===== config.mk =====
export PLATFORM = sky130hd
export DESIGN_NAME = add_share_ctrl
export DESIGN_NICKNAME = d
export VERILOG_FILES = /design/src/rtl/add_share_ctrl.sv
export SDC_FILE = /design/constraint.sdc
export NUM_CORES = 1
export LEC_CHECK = 0
export CAP_MARGIN = 20
export CORE_MARGIN = 2
export CORE_UTILIZATION = 35
export DETAILED_ROUTE_END_ITERATION = 10
export PLACE_DENSITY = 0.85
export SYNTH_ARGS = -nofsm -noshare
export SYNTH_HDL_FRONTEND = slang
export SYNTH_SLANG_ARGS = --single-unit

===== constraint.sdc =====
create_clock -name clk -period 1.45 [get_ports clk]
set_input_delay 0.145 -clock clk [delete_from_list [all_inputs] [get_ports clk]]
set_output_delay 0.145 -clock clk [all_outputs]
set_load 0.01 [all_outputs]

===== src/rtl/add_share_ctrl.sv =====
// Arbiter/sequencer sharing one external multi-cycle ripple adder between PC+4 and branch-target requesters.
// Optional macro ADD_SHARE_RR_EN selects round-robin arbitration; default is fixed priority to requester 0.
module add_share_ctrl #(
   parameter int unsigned SETTLE_CYCLES = 4
) (
   input  logic        clk,
   input  logic        reset,
   input  logic        req0_valid,
   input  logic [31:0] req0_a,
   input  logic [31:0] req0_b,
   output logic        req0_ready,
   input  logic        req1_valid,
   input  logic [31:0] req1_a,
   input  logic [31:0] req1_b,
   output logic        req1_ready,
   output logic [31:0] add_a,
   output logic [31:0] add_b,
   input  logic [31:0] add_s,
   output logic        resp_valid,
   output logic [31:0] resp_sum,
   output logic        resp_id,
   output logic        busy
);

   typedef enum logic {IDLE, SETTLE} state_t;

   localparam logic [3:0] CNT_LOAD = 4'(SETTLE_CYCLES - 1);

   state_t      state_reg, state_next;
   logic [3:0]  cnt_reg, cnt_next;
   logic        last_reg, last_next;
   logic        id_reg, id_next;
   logic [31:0] add_a_reg, add_a_next;
   logic [31:0] add_b_reg, add_b_next;
   logic [31:0] resp_sum_reg, resp_sum_next;
   logic        resp_id_reg, resp_id_next;
   logic        resp_valid_reg, resp_valid_next;

   logic        grant;
   logic        accept;

   always_comb begin
`ifdef ADD_SHARE_RR_EN
      // On a tie the requester that was not served last wins.
      if (req0_valid && req1_valid) begin
         grant = ~last_reg;
      end else begin
         grant = req1_valid;
      end
`else
      grant = ~req0_valid;
`endif
   end

   assign req0_ready = (state_reg == IDLE) && !grant && req0_valid;
   assign req1_ready = (state_reg == IDLE) &&  grant && req1_valid;
   assign accept     = req0_ready || req1_ready;

   always_comb begin
      state_next      = state_reg;
      cnt_next        = cnt_reg;
      last_next       = last_reg;
      id_next         = id_reg;
      add_a_next      = add_a_reg;
      add_b_next      = add_b_reg;
      resp_sum_next   = resp_sum_reg;
      resp_id_next    = resp_id_reg;
      resp_valid_next = 1'b0;
      case (state_reg)
         IDLE: begin
            if (accept) begin
               add_a_next = grant ? req1_a : req0_a;
               add_b_next = grant ? req1_b : req0_b;
               id_next    = grant;
               last_next  = grant;
               cnt_next   = CNT_LOAD;
               state_next = SETTLE;
            end
         end
         SETTLE: begin
            if (cnt_reg == 4'd0) begin
               resp_sum_next   = add_s;
               resp_id_next    = id_reg;
               resp_valid_next = 1'b1;
               state_next      = IDLE;
            end else begin
               cnt_next = cnt_reg - 4'd1;
            end
         end
         default: state_next = IDLE;
      endcase
   end

   always_ff @(posedge clk) begin
      if (reset) begin
         state_reg      <= IDLE;
         cnt_reg        <= 4'd0;
         last_reg       <= 1'b1;
         id_reg         <= 1'b0;
         add_a_reg      <= 32'd0;
         add_b_reg      <= 32'd0;
         resp_sum_reg   <= 32'd0;
         resp_id_reg    <= 1'b0;
         resp_valid_reg <= 1'b0;
      end else begin
         state_reg      <= state_next;
         cnt_reg        <= cnt_next;
         last_reg       <= last_next;
         id_reg         <= id_next;
         add_a_reg      <= add_a_next;
         add_b_reg      <= add_b_next;
         resp_sum_reg   <= resp_sum_next;
         resp_id_reg    <= resp_id_next;
         resp_valid_reg <= resp_valid_next;
      end
   end

   assign add_a      = add_a_reg;
   assign add_b      = add_b_reg;
   assign resp_sum   = resp_sum_reg;
   assign resp_id    = resp_id_reg;
   assign resp_valid = resp_valid_reg;
   assign busy       = (state_reg == SETTLE);

endmodule


==> run_results.csv <==
group,metric,value,unit
status,status,"completed",
synth,ys.flop_type,"dfxtp_1",
cts,cts_max_path_buffers,2,
sta,relSlewSlack,71.4,%
global_route,grt.total_usage,18.9,%
global_route,grt_first_pass_wirelength,21800,µm
global_route,grt_pass1_vias,4420,
synth,synth_area_leaders,"dfxtp_1, a211oi_2, mux2i_1",
floorplan,fp.dieH,119,µm
setup_path,end_kind,"flop",
setup_path,critPathLaunchType,"flop",
sta,setup_violations,0,
synth,synth_area_per_cell,9.85,µm²
cts,clock_latency,0.34,ns
place,place_ws,-0.219,ns
sta,finalMaxSlewViolations,0,
flow_run,cap_violations,0,
finish,fin_util,62.5,%
drt,routed_wl,14200,µm
setup_path,r2r.worst_path.cells,5,
synth,syn_area,0.00462,mm²
synth,async_reset_ff_share,0,%
sta,fin_crit_sh,98.0,%
global_route,antenna_found_initial,0,
finish,nets,902,
sta,worst_slack,0.0285,ns
drt,route.met3.wl,1120,µm
worst_hold_path,hold_class,"in2reg",
setup_path,crit_fanout,5,
sta,hold_viol_final,0,
finish,diodes,0,
floorplan,ios,265,
synth,synth_top_cell_by_area,"dfxtp_1",
sta,period_minus_slack,1.42,ns
floorplan,start_util,36.2,%
cts,cts_sinks,104,
setup_path,crit_required,1.71,ns
drt,highest_layer,"met4",
setup_path,crit_type,"reg2reg",
drt,wl_met2,7080,µm
drt,routed_via_density,4.86,
place,port_buffers,264,
finish,drive_gt1_share,17.8,%
cts,root_buffer,"clkbuf_16",
place,hpwl,10400,µm
global_route,grt.overflow.total,0,
power_and_ir_drop,vdd_drop_max,0.612,mV
synth,yosysUniqueCellTypes,28,
drt,wl_met1,5680,µm
global_route,grt_max_degree,55,
place,placed_cell_area,0.00751,mm²
cts,cts_max_level,3,
synth,ys_seq_area_share,45.1,%
sta,fmax,0.703,GHz
synth,ys_ff_latch,104,
drt,via_count,4434,
floorplan,rows,41,
floorplan,die-area,0.0141,mm²
cts,cts_tree,"built",
synth,synth_nets,635,
finish,area_growth,72.8,%
drt,wl_per_cell,15.6,µm
synth,synthCells,469,
synth,synth_common_cells,"dfxtp_1, nand2_1, nor2_1, mux2i_1, a211oi_2",
drt,drt_pass1_iterations,4,
finish,fillers,961,
sta,totalNegativeSetupSlack,0,ns
drt,ant_nets,0,
synth,yosysMostFrequentCell,"dfxtp_1",
finish,design_area,0.00798,mm²
power_and_ir_drop,power_density,993,mW/mm²
synth,yosysWarnings,0,
cts,cts-buffers-inserted,9,
sta,final.setup_skew,0.00434,ns
drt,dr.first_iter.drc_count,213,
synth,synth_top_area_share,45.1,%
setup_path,cp.arrival,1.68,ns
finish,final_cells,913,
cts,holdBufCountCts,0,
cts,path_clk_slew,0.06,ns
drt,drc,0,
power_and_ir_drop,leakage,3.06,nW
synth,synth_edf_count,0,
place,place_congestion,0.836,
floorplan,die_w,119,µm
sta,tightestPinTransition,0.430,ns
floorplan,core-area,0.0128,mm²
worst_hold_path,hold_depth,2,
place,dp.cells,890,
## repair_timing
item	4_1_cts	5_1_grt
cloned	0	5
setup endpoints to repair	5	40
gates resized for setup	8	19
pin swaps	0	1
setup buffers	0	3
## cell families after synthesis
group           count (synthesis)  share of synthesized area, %
compound gates                108                          22.1
fa+ha+maj                       2                         0.542
simple gates                  145                          12.8
mux                            64                          13.9
flops                         104                          45.1
buf+inv                        46                          5.66
## final cells by class
| type | count | area (µm²) | area share, % |
|---|---|---|---|
| timing repair buffer | 299 | 3050 | 38.2 |
| multi-input combinational | 319 | 2350 | 29.5 |
| sequential | 104 | 2090 | 26.1 |
| clock buffer | 13 | 250 | 3.14 |
| tap | 172 | 215 | 2.70 |
| clock inverter | 3 | 17.5 | 0.220 |
| inverter | 3 | 11.3 | 0.141 |
## worst paths after layout
kind / slack [ns] / to / start
min reg2reg: 0.45 / resp_sum[2]$_SDFFE_PP0P_ / resp_sum[2]$_SDFFE_PP0P_
max reg2reg: 0.03 / cnt_reg[0]$_SDFFE_PP0P_ / cnt_reg[0]$_SDFFE_PP0P_
max: 0.03 / cnt_reg[0]$_SDFFE_PP0P_ / cnt_reg[0]$_SDFFE_PP0P_
min: 0.23 / busy$_SDFF_PP0_ / reset
## cell usage in the layout (no fill, tap or decap), types with 2 or more instances in the layout
cell type | netlist | layout
a21oi_1 | 38 | 29
clkinv_2 | 0 | 2
buf_4 | 8 | 26
nor3_1 | 2 | 2
nand2_1 | 67 | 66
a211oi_1 | 5 | 4
dfxtp_2 | 0 | 3
inv_2 | 0 | 2
buf_12 | 0 | 6
a21oi_2 | 0 | 9
nand2b_1 | 2 | 2
nor2_1 | 67 | 67
dfxtp_1 | 104 | 101
clkbuf_16 | 0 | 13
nand4b_1 | 2 | 2
dlygate4sd2_1 | 0 | 3
mux2i_1 | 64 | 64
a211oi_2 | 60 | 61
clkdlybuf4s50_1 | 0 | 258
clkbuf_1 | 9 | 3
## routing by layer
metal	vias up	track usage (%)
met5	-	0
met4	0	7.74
met3	27	6.37
met2	184	33.4
met1	2051	20.7
li1	2172	-
## power breakdown
group	switching, mW	internal [mW]	leakage [nW]
clock network	0.996	1.21	0.130
logic	1.04	1.39	2.07
registers	0.152	3.14	0.859
## worst max-delay path: stages, from the launching register on
cell,delay (ns)
dfxtp_2,0.33
inv_2,0.08
ha_4,0.15
or3b_4,0.42
a31o_1,0.25
a21oi_2,0.12
## through the flow
stage / total power, mW / hold slack (ns)
2_1_floorplan: 4.40 / 0.281
3_3_place_gp: 5.57 / 0.441
3_5_place_dp: 5.65 / 0.446
4_1_cts: 7.89 / 0.216
5_1_grt: 8.32 / 0.256
6_report: 7.92 / 0.231
Note: power is estimated with default switching activity, not from simulation.
